==> src/rtl/alarm_set_ctrl.sv <==
// alarm_set_ctrl: debounced up/down/go keys edit the alarm value and launch the timer
// Optional key auto-repeat in IDLE is enabled by defining AUTO_REPEAT_EN.
module alarm_set_ctrl #(
    parameter logic [15:0] DEBOUNCE   = 16'd1000,
    parameter logic [7:0]  ALARM_MAX  = 8'd99,
    parameter logic [7:0]  ALARM_INIT = 8'd5,
    parameter logic [23:0] REPEAT_CYC = 24'd500000
) (
    input  logic       Clk,
    input  logic       rst_n,
    input  logic       key_up,
    input  logic       key_down,
    input  logic       key_go,
    input  logic       pluse,
    output logic       start,
    output logic [7:0] alarm,
    output logic       busy
);
    typedef enum logic [1:0] {IDLE, START, RUN} state_t;
    state_t      state, state_n;
    logic [2:0]  raw, s1, s2, db, ev;
    logic [15:0] cnt [3];
    logic [7:0]  alarm_n;
    logic        up_e, dn_e, go_e;

    assign raw  = {key_go, key_down, key_up};
    assign go_e = ev[2];

    // press event is registered on the debounced 1->0 flip; releases are silent
    always_ff @(posedge Clk or negedge rst_n) begin
        if (!rst_n) begin
            s1 <= '1;
            s2 <= '1;
            db <= '1;
            ev <= '0;
            for (int i = 0; i < 3; i++) cnt[i] <= '0;
        end else begin
            s1 <= raw;
            s2 <= s1;
            for (int i = 0; i < 3; i++) begin
                ev[i] <= 1'b0;
                if (s2[i] == db[i]) cnt[i] <= '0;
                else if (cnt[i] == DEBOUNCE) begin
                    cnt[i] <= '0;
                    db[i]  <= s2[i];
                    ev[i]  <= ~s2[i];
                end else cnt[i] <= cnt[i] + 16'd1;
            end
        end
    end

`ifdef AUTO_REPEAT_EN
    logic [23:0] rep_cnt;
    logic        rep_ev, rep_run;

    // exactly one of up/down held low while idle keeps the repeat counter running
    assign rep_run = (state == IDLE) && (db[0] ^ db[1]);

    always_ff @(posedge Clk or negedge rst_n) begin
        if (!rst_n) begin
            rep_cnt <= '0;
            rep_ev  <= 1'b0;
        end else if (!rep_run) begin
            rep_cnt <= '0;
            rep_ev  <= 1'b0;
        end else if (rep_cnt == REPEAT_CYC - 24'd1) begin
            rep_cnt <= '0;
            rep_ev  <= 1'b1;
        end else begin
            rep_cnt <= rep_cnt + 24'd1;
            rep_ev  <= 1'b0;
        end
    end

    assign up_e = ev[0] | (rep_ev & ~db[0]);
    assign dn_e = ev[1] | (rep_ev & ~db[1]);
`else
    logic unused_repeat;
    assign unused_repeat = ^REPEAT_CYC;
    assign up_e = ev[0];
    assign dn_e = ev[1];
`endif

    always_comb begin
        state_n = state;
        alarm_n = alarm;
        case (state)
            IDLE: begin
                if (go_e) state_n = (alarm != 8'd0) ? START : IDLE;
                else if (up_e && !dn_e) alarm_n = (alarm == ALARM_MAX) ? 8'd0 : alarm + 8'd1;
                else if (dn_e && !up_e) alarm_n = (alarm == 8'd0) ? ALARM_MAX : alarm - 8'd1;
            end
            START:   state_n = RUN;
            RUN:     state_n = pluse ? IDLE : RUN;
            default: state_n = IDLE;
        endcase
    end

    always_ff @(posedge Clk or negedge rst_n) begin
        if (!rst_n) begin
            state <= IDLE;
            alarm <= ALARM_INIT;
            start <= 1'b0;
            busy  <= 1'b0;
        end else begin
            state <= state_n;
            alarm <= alarm_n;
            start <= (state_n == START);
            busy  <= (state_n != IDLE);
        end
    end
endmodule
==> config.mk <==
export PLATFORM = sky130hd
export DESIGN_NAME = alarm_set_ctrl
export DESIGN_NICKNAME = d
export VERILOG_FILES = /design/src/rtl/alarm_set_ctrl.sv
export SDC_FILE = /design/constraint.sdc
export NUM_CORES = 1
export LEC_CHECK = 0
export ABC_AREA = 1
export ABC_CLOCK_PERIOD_IN_PS = 1680
export BUFFER_PORTS_ARGS = -buffer_cell sky130_fd_sc_hd__buf_2
export CAP_MARGIN = 20
export CORE_UTILIZATION = 64
export CTS_BUF_LIST = sky130_fd_sc_hd__clkbuf_4
export DETAILED_ROUTE_END_ITERATION = 6
export GPL_TIMING_DRIVEN = 0
export PLACE_DENSITY_LB_ADDON = 0.15
export SLEW_MARGIN = 20
export SYNTH_ARGS = -nofsm -noshare
export SYNTH_HDL_FRONTEND = slang
export SYNTH_SLANG_ARGS = --single-unit
==> constraint.sdc <==
create_clock -name Clk -period 1.68 [get_ports Clk]
set_input_delay 0.336 -clock Clk [delete_from_list [all_inputs] [get_ports Clk]]
set_output_delay 0.336 -clock Clk [all_outputs]
set_load 0.01 [all_outputs]
# Yosys cells after proc, flatten, opt, wreduce, memory -nomap -nowiden
# Index checks and enable logic that the tools add are counted.
# word_totals
ram_bits,0
input_bits,6
latchBits,0
wordCells,68
mem_bits_ro,0
mem_count,0
ff_bits,72
out_inout_bits,10
# op_classes
shift,0
div_mod_pow,0
reduce_logical,13
n_lt_le_gt_ge,0
n_mul,0
eq_ne,10
n_bitwise,7
mux,20
addsub,5
# op_table
cell,count
two-way mux 16 bit,6
adder 16 x 1 -> 16 bit (second input constant),3
== test 16 x 10 -> 1 bit (second input constant),3
two-way mux 8 bit,4
adder 8 x 1 -> 8 bit (second input constant),1
== test 8 x 7 -> 1 bit (second input constant),1
zero test 8 bit,1
nonzero test 8 bit,1
subtractor 8 x 1 -> 8 bit (second input constant),1
two-way mux 1 bit,7
inverter 1 bit,7
case mux 2 bit (3 select lines),1
AND reduction 2 bit,3
== test 2 x 1 -> 1 bit (second input constant),2
two-way mux 2 bit,2
nonzero test 2 bit,2
== test 1 bit,3
AND reduction 3 bit,1
== test 2 bit (second input constant),1
logical AND 1 bit,2
zero test 1 bit,2
zero test 2 bit,1

# Longest topological paths before layout
# Gate-level depths: netlist of the first run.
# depth
ltp_word,5
ltp_mapped,10
mapped_depth_nobuf,10

# Worst setup path after synthesis of the first run
# Ideal clock, no wire load.
# synth_timing
path_type,reg2reg
from,register alarm[0]
to,register alarm[6]
path_stages_with_launch,9
t_arrival_ps,1360
setup_slack_ps,207
required_time_ps,1567
n_path_buf,0
synth_period_minus_slack_ps,1473
setup_ps,113
path_cell_list,dfstp_2 > inv_1 > ha_1 > nand2_1 > nor2_4 > a21oi_1 > nand3_1 > nand2_1 > inv_1
# synth_between
elab_chain_len,4
word_cells_on_any_way,8
classes_between,add/sub: 2; eq/ne: 1; mux: 4; reduce/logical: 1
# synth_lines
element,line,rtl
"start, declared",16,"output logic [7:0] alarm,"
"start signal, assigned",107,alarm <= alarm_n;
subtractor 8 x 1 -> 8 bit or zero test 8 bit (tied branches),91,else if (dn_e && !up_e) alarm_n = (alarm == 8'd0) ? ALARM_MAX : alarm - 8'd1;
two-way mux 8 bit (2 in series),91,
two-way mux 8 bit (*),90,else if (up_e && !dn_e) alarm_n = (alarm == ALARM_MAX) ? 8'd0 : alarm + 8'd1;
# Mark *: on every way between the ends. The rest lies on a longest branch, timed or not. The select of a mux whose other input is x is not followed.
# A chain may end at the register's enable or synchronous reset.

# Final worst setup path of the first run
# layout_timing
from,register alarm[0]
to,register alarm[2]
# The elaborated chain is that of the path after synthesis.

==> results of run 1 <==
==> what timing repair did <==
action                     in CTS  in global routing
buffers inserted                0                  0
setup endpoints to repair       0                  2
gates resized for setup         0                  2
hold buffers                    4                  0
hold endpoints to repair       28                  0
==> metrics by stage <==
stage	area, sq um	power, uW
after CTS	4340	3050
after detailed placement	4160	1960
after global placement	4140	1950
final	4340	3020
after global routing	4340	3150
after floorplan	3970	1890
==> power groups by stage <==
stage               Clock [uW]  Combinational [uW]  Sequential (uW)
floorplan                    0                67.0             1820
global placement             0                 125             1820
detailed placement           0                 138             1820
CTS                       1120                 145             1790
global route              1190                 166             1790
finish                    1090                 140             1790
==> kinds of logic (layout without fill, tap and decap cells) <==
| group | count (synthesis) | after routing | share of synthesized area, % |
|---|---|---|---|
| AND/OR/NAND/NOR | 295 | 295 | 34.2 |
| flip-flops | 72 | 72 | 45.7 |
| buffers and inverters | 71 | 107 | 7.28 |
| XOR/XNOR | 28 | 28 | 6.17 |
| AO/OA/AOI/OAI | 26 | 26 | 3.50 |
| adder cells (fa/ha/maj) | 10 | 10 | 3.15 |
==> sequential cells by signal, summed over array words and instances (netlist names) <==
name and flops:
alarm 8, s1 3, ev 3, start 1
cnt 48, state 2, busy 1, s2 3
db 3
==> worst reg2reg max path: stages, from the launching register on <==
cell and delay (ps):
dfstp_2 580, inv_2 80, ha_1 200, nand2_1 120, nor2_4 80, nor2_4 130
nand2_1 70, nand2_1 80, nand2_1 50, o21ai_1 90
==> cells in the final DEF (no fill, tap or decap) <==
| cell type | n |
|---|---|
| nand2_1 | 105 |
| nor2_1 | 83 |
| dfrtp_1 | 61 |
| inv_1 | 60 |
| nand3_1 | 42 |
| xor2_1 | 27 |
| nor3_1 | 18 |
| buf_2 | 14 |
| nor2_2 | 13 |
| clkbuf_4 | 12 |
| dfstp_2 | 11 |
| o21ai_0 | 10 |
| nand2_2 | 10 |
| ha_1 | 10 |
| a21oi_1 | 8 |
| inv_2 | 8 |
| nand4_1 | 7 |
| nor2_4 | 4 |
| dlygate4sd3_1 | 4 |
| nor3_2 | 3 |
| o21ai_1 | 3 |
| clkinv_2 | 3 |
| nand3_2 | 2 |
| o21bai_1 | 2 |
| nor3b_1 | 2 |
| buf_4 | 2 |
| or2_1 | 2 |
| nor3_4 | 1 |
| nor3b_2 | 1 |
| o21a_1 | 1 |
| buf_6 | 1 |
| nor4_1 | 1 |
| xnor2_1 | 1 |
| o22ai_1 | 1 |
| nand3b_1 | 1 |
| buf_8 | 1 |
| a21oi_2 | 1 |
| bufinv_16 | 1 |
| buf_12 | 1 |
==> per-layer routing <==
metal  share of wire [%]  vias up
met5                   0        -
met4                 2.9        0
met3                 3.5       21
met2                  47       73
met1                  46     1513
li1                    -     1643
==> worst min path at each step <==
stage | start | to | depth (start not counted)
after floorplan | rst_n | alarm[1] | 0
after detailed placement | rst_n | cnt[46] | 1
after global placement | s1[1] | s2[1] | 0
final | pluse | state[1] | 3
after CTS | pluse | state[1] | 3
after global routing | pluse | state[1] | 3
==> area by class of cell <==
class	instances	area (sq um)	share of cell area, %
multi-input cells	359	1870	43.1
repair buffers	20	138	3.17
clock buffers	12	90.1	2.07
plain buffers	3	33.8	0.778
flip-flops and latches	72	1820	41.8
well taps	75	93.8	2.16
clock inverters	4	45.0	1.04
inverters	68	255	5.88
==> flow_metrics.py, run 1 <==
metrics = {
    "sta": {
        "grt_setup_unrepaired": "false",
        "final.setup.tns_ps": 0,
        "maxSlewViolCount": 0,
        "fin_crit_ps": 1530,
        "setup_viol_count_final": 0,
        "worstMarginPinSlew_ps": 418,
        "period_share_pct": 91.1,
        "hold_slack_ps": 223,
        "clock_skew_ps": 15.7,
        "slew_headroom_pct": 72.1,
        "fmax_ghz": 0.653,
        "hold_violations": 0,
        "setup_slack_ps": 149,
    },
    "yosys": {
        "synth_warnings": 0,
        "synth_area_leader_cell": "dfrtp_1",
        "ys_seq_area_share_pct": 45.7,
        "avgSynthCellArea_sq_um": 7.91,
        "synth_cell_type_count": 32,
        "netlist.area_leader.share_pct": 38.4,
        "syn_area_sq_um": 3970,
        "ys_ff_latch": 72,
        "synth.most_common_cell": "nand2_1",
        "synthTopCellsByCount": "105 x nand2_1, 83 x nor2_1, 61 x dfrtp_1, 61 x inv_1, 42 x nand3_1",
        "synth_nets": 518,
        "synth.area.top_cells": "dfrtp_1 38%, nand2_1 9.9%, nor2_1 7.8%",
        "synth_ff_type": "dfrtp_1",
        "synth_edf_count": 0,
        "synthCells": 502,
        "synthArstFlopShare_pct": 100,
    },
    "critical_path": {
        "r2r_start": "alarm[0]",
        "reg2reg_to": "alarm[2]",
        "critPathRequiredTime_ps": 2040,
        "cp-endpoint": "alarm[2]",
        "path_cells": "inv_2 -> ha_1 -> nand2_1 -> nor2_4 -> nor2_4 -> nand2_1 -> nand2_1 -> nand2_1 -> o21ai_1",
        "r2r_setup_slack_ps": 150,
        "cp_top_family": "flip-flops",
        "slowest_stage": "dfstp_2",
        "crit_path_frequent_cell": "nand2_1",
        "path_max_fanout": 7,
        "reg2reg_depth": 9,
        "startpoint_type": "flip-flop",
        "cp.depth": 9,
        "critPathCaptureType": "flip-flop",
        "crit_start": "alarm[0]",
        "cp_slowest_stage_delay_ps": 580,
        "crit_buf_inv": 1,
        "cp.arrival_ps": 1890,
        "path_class": "reg2reg",
    },
    "die": {
        "die_y_um": 80.8,
        "die_x_um": 80.8,
        "die_area_sq_um": 6530,
        "io_pins": 16,
        "num_rows": 28,
        "coreArea_sq_um": 5960,
        "start_util_pct": 66.7,
    },
    "detailed_routing": {
        "firstDrtPassIters": 4,
        "drc": 0,
        "vias": 3250,
        "vias_per_cell": 5.30,
        "wl_per_cell_um": 12.1,
        "drt_iter0_drc": 117,
        "drt-total-wl_mm": 7.39,
        "final_antenna_net_count": 0,
    },
    "final_layout": {
        "final_net_count": 549,
        "area_growth_pct": 9.32,
        "fill_cells": 489,
        "stdcell_count": 613,
        "drive_gt1_share_pct": 16.5,
        "antennaDiodeCount": 0,
        "final_util_pct": 72.9,
    },
    "power": {
        "p_sw_share_pct": 23.5,
        "power_leakage_uw": 0.00205,
        "powerDensity_nw_per_um2": 696,
        "internal_power_uw": 2310,
        "power.share.sequential_pct": 59.2,
        "ir_worst_vdd_mv": 0.699,
        "power_frac_clock_pct": 36.2,
        "switchingPower_uw": 709,
        "p_comb_share_pct": 4.6,
    },
    "cts": {
        "clkSlewWorstSetupHoldPaths_ps": 110,
        "cts_max_path_buffers": 2,
        "cts_tree": "done",
        "htreeDepth": 3,
        "clk_latency_ps": 430,
        "numCtsBuffers": 9,
        "cts_root_buf": "clkbuf_4",
        "cts_num_sinks": 72,
    },
    "global_route": {
        "antenna_found_initial": 0,
        "grt.busiest_layer": "met2",
        "grt_pass1_vias": 3200,
        "grt.total_usage_pct": 26.6,
        "use_met3_pct": 3.82,
        "grt_max_degree": 41,
        "grt_pass1_wl_mm": 13.2,
        "use_met1_pct": 33.8,
        "grt_overflow": 0,
        "use_met2_pct": 43.8,
    },
    "place": {
        "portBuffers": 15,
        "gp_congestion": 0.890,
        "dp.cells": 593,
        "place_ws_ps": 98.2,
        "hpwl_mm": 5.40,
    },
    "min_path": {
        "hold_class": "in2reg",
    },
    "job": {
        "max-cap-violations": 0,
    },
    "status": {
        "status": "complete, no violations",
    },
}
(Power assumes the default switching activity.)
==> run 2: changes to the inputs <==
--- a/config.mk
+++ b/config.mk
@@ -14,6 +14,7 @@
 export DETAILED_ROUTE_END_ITERATION = 6
 export GPL_TIMING_DRIVEN = 0
 export PLACE_DENSITY_LB_ADDON = 0.15
+export RECOVER_POWER = 100
 export SLEW_MARGIN = 20
 export SYNTH_ARGS = -nofsm -noshare
 export SYNTH_HDL_FRONTEND = slang
==> run 2 against run 1 <==
  * Combinational power decreased by 4%
  * Worst setup slack worse by 1.6 ps
  * Sequential cell count unchanged
  * Sequential share of layout area up 0.56 points
  * Critical path depth unchanged
  * Via count shrank 0.68%
  * Maximum frequency is 0.10% lower
  * Global-route usage did not move
  * Non-clock buffer count unchanged
  * Utilization shrank 0.97 points
==> flow_metrics.py, run 2 (synthesized netlist as in run 1, its figures left out) <==
metrics = {
    "power": {
        "finalPower_uw": 3010,
        "p_sw_share_pct": 23.4,
        "internal_power_uw": 2310,
        "ir_worst_vdd_mv": 0.694,
        "power_frac_clock_pct": 36.2,
        "switchingPower_uw": 706,
        "power.share.sequential_pct": 59.3,
        "power_leakage_uw": 0.00198,
        "powerDensity_nw_per_um2": 703,
        "p_comb_share_pct": 4.5,
    },
    "critical_path": {
        "cp-endpoint": "alarm[2]",
        "critPathRequiredTime_ps": 2040,
        "reg2reg_to": "alarm[2]",
        "reg2reg_depth": 9,
        "critPathCaptureType": "flip-flop",
        "crit_start": "alarm[2]",
        "cp.arrival_ps": 1890,
        "r2r_start": "alarm[2]",
        "r2r_setup_slack_ps": 150,
        "path_class": "reg2reg",
        "startpoint_type": "flip-flop",
        "path_max_fanout": 7,
    },
    "die": {
        "die_x_um": 80.8,
        "num_rows": 28,
        "coreArea_sq_um": 5960,
        "die_y_um": 80.8,
        "die_area_sq_um": 6530,
        "start_util_pct": 66.7,
        "io_pins": 16,
    },
    "global_route": {
        "grt.total_usage_pct": 26.6,
        "grt_pass1_wl_mm": 13.2,
        "grt_pass1_vias": 3200,
        "grt_overflow": 0,
        "grt_max_degree": 41,
        "antenna_found_initial": 0,
    },
    "detailed_routing": {
        "vias_per_cell": 5.27,
        "firstDrtPassIters": 4,
        "vias": 3228,
        "drt_iter0_drc": 147,
        "wl_per_cell_um": 12.2,
        "final_antenna_net_count": 0,
        "drc": 0,
        "drt-total-wl_mm": 7.45,
    },
    "final_layout": {
        "final_net_count": 549,
        "area_growth_pct": 7.87,
        "final_cell_mix": "108 x nand2_1, 85 x nor2_1, 63 x inv_1, 61 x dfrtp_1, 43 x nand3_1",
        "largest_register": "cnt",
        "largestRegisters": "cnt x48, alarm x8",
        "fill_cells": 504,
        "drive_gt1_share_pct": 12.3,
        "largest_reg_flops": 48,
        "final_util_pct": 72.0,
        "final_common_cell": "nand2_1",
        "antennaDiodeCount": 0,
    },
    "place": {
        "gp_congestion": 0.890,
        "portBuffers": 15,
        "hpwl_mm": 5.40,
    },
    "cts": {
        "cts_root_buf": "clkbuf_4",
        "cts_tree": "done",
        "cts_max_path_buffers": 2,
        "numCtsBuffers": 9,
        "clkSlewWorstSetupHoldPaths_ps": 110,
        "clk_latency_ps": 430,
        "htreeDepth": 3,
        "cts_num_sinks": 72,
    },
    "min_path": {
        "hold_class": "in2reg",
    },
    "sta": {
        "hold_slack_ps": 221,
        "clock_skew_ps": 14.7,
        "fin_crit_ps": 1530,
        "fmax_ghz": 0.652,
        "hold_violations": 0,
        "worstMarginPinSlew_ps": 801,
        "slew_headroom_pct": 46.6,
        "period_share_pct": 91.2,
        "maxSlewViolCount": 0,
        "grt_setup_unrepaired": "false",
        "setup_viol_count_final": 0,
    },
    "status": {
        "status": "complete, no violations",
    },
    "job": {
        "max-cap-violations": 0,
    },
}
-- run 2: area by class of cell --
class                           instances  area (sq um)  share of cell area (%)
Clock inverter                          4          45.0                    1.05
Inverter                               68           255                    5.96
Timing Repair Buffer                   20           114                    2.66
Tap cell                               75          93.8                    2.19
Sequential cell                        72          1820                    42.4
Buffer                                  3          33.8                   0.788
Multi-Input combinational cell        359          1840                    42.9
Clock buffer                           12          90.1                    2.10
-- run 2: per-layer routing --
layer	wire (um)	global-route usage (%)
met1	3470	33.8
met2	3500	43.8
met3	243	3.82
met4	233	14.6
met5	0	0
-- run 2: how the worst min path moves through the flow --
stage | start | end | slack, ps | cells past startpoint
after floorplan | rst_n | alarm[1] | 40 | 0
after detailed placement | rst_n | cnt[46] | 300 | 1
after global placement | s1[1] | s2[1] | 350 | 0
after CTS | pluse | state[1] | 210 | 3
after global routing | pluse | state[1] | 220 | 3
final | pluse | state[1] | 220 | 3
-- run 2: metrics by stage --
step           TNS (ps)  setup WS (ps)  instances  area, sq um
6_report              0            147        613         4290
5_1_grt               0           25.2        613         4290
4_1_cts               0            102        613         4340
3_5_place_dp          0           98.2        593         4160
3_3_place_gp      -6350           -108        592         4140
2_1_floorplan         0            207        502         3970
-- run 2: what timing repair did --
item	CTS	global route
setup buffers	0	0
endpoints found under the hold margin	28	0
endpoints found under the setup margin	0	2
hold buffers	4	0
gates resized for setup	0	2
-- run 2: critical path: stages (launching register included) --
cell	delay, ps
dfstp_2	550
buf_4	160
inv_1	70
nand3_1	70
nor2_1	60
nor2_1	240
nand2_1	90
nand2_1	80
nand2_1	50
o21ai_1	90
-- run 2: power by group through the flow --
stage	clock (uW)	combinational (uW)	sequential [uW]
floorplan	0	67.0	1820
global placement	0	125	1820
detailed placement	0	138	1820
CTS	1120	145	1790
global route	1190	160	1790
finish	1090	135	1790
==> run 3: changes to the inputs <==
--- a/config.mk
+++ b/config.mk
@@ -10,7 +10,7 @@
 export BUFFER_PORTS_ARGS = -buffer_cell sky130_fd_sc_hd__buf_2
 export CAP_MARGIN = 20
 export CORE_UTILIZATION = 64
-export CTS_BUF_LIST = sky130_fd_sc_hd__clkbuf_4
+export CTS_BUF_LIST = sky130_fd_sc_hd__clkbuf_8
 export DETAILED_ROUTE_END_ITERATION = 6
 export GPL_TIMING_DRIVEN = 0
 export PLACE_DENSITY_LB_ADDON = 0.15
==> run 3 against run 2 <==
  * Final area grew 0.58%
  * Non-clock buffer count is 3 lower
  * Die area is the same
  * Routed wire length is 0.54% lower
  * Clock-buffer cell count down 3
  * Clock power increased by 17%
  * Sequential cell count is the same
  * Critical path type unchanged
  * Largest power group unchanged
==> flow_metrics.py, run 3 (synthesized netlist as in run 1, its figures left out) <==
metrics = {
    "status": {
        "status": "complete, no violations",
    },
    "die": {
        "num_rows": 28,
        "die_area_sq_um": 6530,
        "io_pins": 16,
        "coreArea_sq_um": 5960,
        "start_util_pct": 66.7,
        "die_y_um": 80.8,
        "die_x_um": 80.8,
    },
    "final_layout": {
        "fill_cells": 494,
        "final_common_cell": "nand2_1",
        "largest_register": "cnt",
        "largest_reg_flops": 48,
        "final_net_count": 546,
        "area_growth_pct": 8.50,
        "final_cell_mix": "108 x nand2_1, 85 x nor2_1, 64 x inv_1, 61 x dfrtp_1, 43 x nand3_1",
        "drive_gt1_share_pct": 12.0,
        "largestRegisters": "cnt x48, alarm x8",
        "antennaDiodeCount": 0,
    },
    "critical_path": {
        "cp.arrival_ps": 1800,
        "critPathRequiredTime_ps": 1950,
        "slowest_stage": "dfstp_2",
        "path_cells": "inv_2 -> ha_1 -> nand2_1 -> nor2_4 -> nor2_4 -> nand2_1 -> nand2_1 -> nand2_1 -> o21ai_1",
        "reg2reg_depth": 9,
        "path_class": "reg2reg",
        "r2r_start": "alarm[0]",
        "critPathCaptureType": "flip-flop",
        "reg2reg_to": "alarm[2]",
        "r2r_setup_slack_ps": 160,
        "cp_top_family": "flip-flops",
        "crit_buf_inv": 1,
        "path_max_fanout": 7,
        "cp_slowest_stage_delay_ps": 560,
        "startpoint_type": "flip-flop",
        "crit_path_frequent_cell": "nand2_1",
    },
    "cts": {
        "clk_latency_ps": 350,
        "cts_tree": "done",
        "clkSlewWorstSetupHoldPaths_ps": 70,
        "cts_root_buf": "clkbuf_8",
        "cts_num_sinks": 72,
        "htreeDepth": 3,
        "postCtsSetupBuffers": 0,
        "cts_max_path_buffers": 2,
        "numCtsBuffers": 9,
    },
    "sta": {
        "hold_violations": 0,
        "grt_setup_unrepaired": "false",
        "slew_headroom_pct": 44.7,
        "setup_viol_count_final": 0,
        "period_share_pct": 90.6,
        "maxSlewViolCount": 0,
        "fin_crit_ps": 1520,
        "fmax_ghz": 0.657,
        "setup_slack_ps": 158,
        "clock_skew_ps": 12.5,
        "worstMarginPinSlew_ps": 830,
        "hold_slack_ps": 88.2,
    },
    "job": {
        "max-cap-violations": 0,
    },
    "place": {
        "place_ws_ps": 98.2,
        "portBuffers": 15,
        "hpwl_mm": 5.40,
        "gp_congestion": 0.890,
    },
    "detailed_routing": {
        "final_antenna_net_count": 0,
        "drt-total-wl_mm": 7.41,
        "vias_per_cell": 5.24,
        "drc": 0,
        "vias": 3194,
        "wl_per_cell_um": 12.1,
        "drt_iter0_drc": 130,
        "firstDrtPassIters": 4,
    },
    "min_path": {
        "min_from": "key_up",
        "holdPathEnd": "s1[0]",
        "hold_class": "in2reg",
        "hold_depth": 1,
    },
    "global_route": {
        "antenna_found_initial": 0,
        "grt_pass1_wl_mm": 13.2,
        "grt_pass1_vias": 3179,
        "grt.total_usage_pct": 26.6,
        "grt_max_degree": 41,
        "grt_overflow": 0,
    },
    "power": {
        "power_leakage_uw": 0.00201,
        "ir_worst_vdd_mv": 0.847,
        "powerDensity_nw_per_um2": 743,
    },
}
## run 3: changes by cell type in the layout (fill, tap and decap cells not counted)
cell,change
buf_12,+1
clkbuf_4,-12
nor3_2,-2
inv_1,+1
buf_6,-1
clkbuf_8,+9
nor3_4,+1
nor3_1,+1
inv_2,+2
dlygate4sd3_1,-3
## run 3: per-stage QoR
| stage | area, sq um | setup TNS (ps) | total power [uW] | util [%] | instances |
|---|---|---|---|---|---|
| floorplan | 3970 | 0 | 1890 | - | 502 |
| global placement | 4140 | -6350 | 1950 | 69.5 | 592 |
| detailed placement | 4160 | 0 | 1960 | 69.9 | 593 |
| CTS | 4350 | 0 | 3240 | 73.1 | 610 |
| global route | 4310 | 0 | 3340 | 72.4 | 610 |
| finish | 4310 | 0 | 3200 | 72.4 | 610 |
## run 3: final cells by class
type	count	area, sq um	area share (%)
Buffer	3	33.8	0.784
Timing Repair Buffer	17	92.6	2.15
Tap cell	75	93.8	2.18
Clock inverter	7	56.3	1.31
Multi-Input combinational cell	359	1840	42.7
Clock buffer	9	124	2.87
Sequential cell	72	1820	42.1
Inverter	68	255	5.92
## run 3: what timing repair did
item                                    4_1_cts  5_1_grt
hold buffers                                  1        0
hold endpoints to repair                     25        0
endpoints found under the setup margin        0        2
gates resized for setup                       0        2
## run 3: report_power, final
part	internal [uW]	switching, uW
sequential	1770	21.4
combinational	41.6	90.5
clock	662	619
## run 3: worst max-delay path by stage
stage / from / end / slack (ps) / depth (start not counted)
final: alarm[0] / alarm[2] / 160 / 9
after floorplan: alarm[0] / alarm[6] / 210 / 8
after detailed placement: alarm[0] / alarm[6] / 100 / 8
after global placement: rst_n / cnt[9] / -110 / 1
after global routing: cnt[32] / cnt[34] / 40 / 7
after CTS: alarm[0] / alarm[6] / 100 / 8
## run 3: per-layer routing
| layer | track usage [%] | vias to the layer above | wire length, um |
|---|---|---|---|
| met4 | 12.7 | 0 | 161 |
| met1 | 33.6 | 1480 | 3510 |
| met2 | 43.7 | 61 | 3470 |
| met5 | 0 | - | 0 |
| met3 | 5.73 | 18 | 268 |
| li1 | - | 1635 | - |
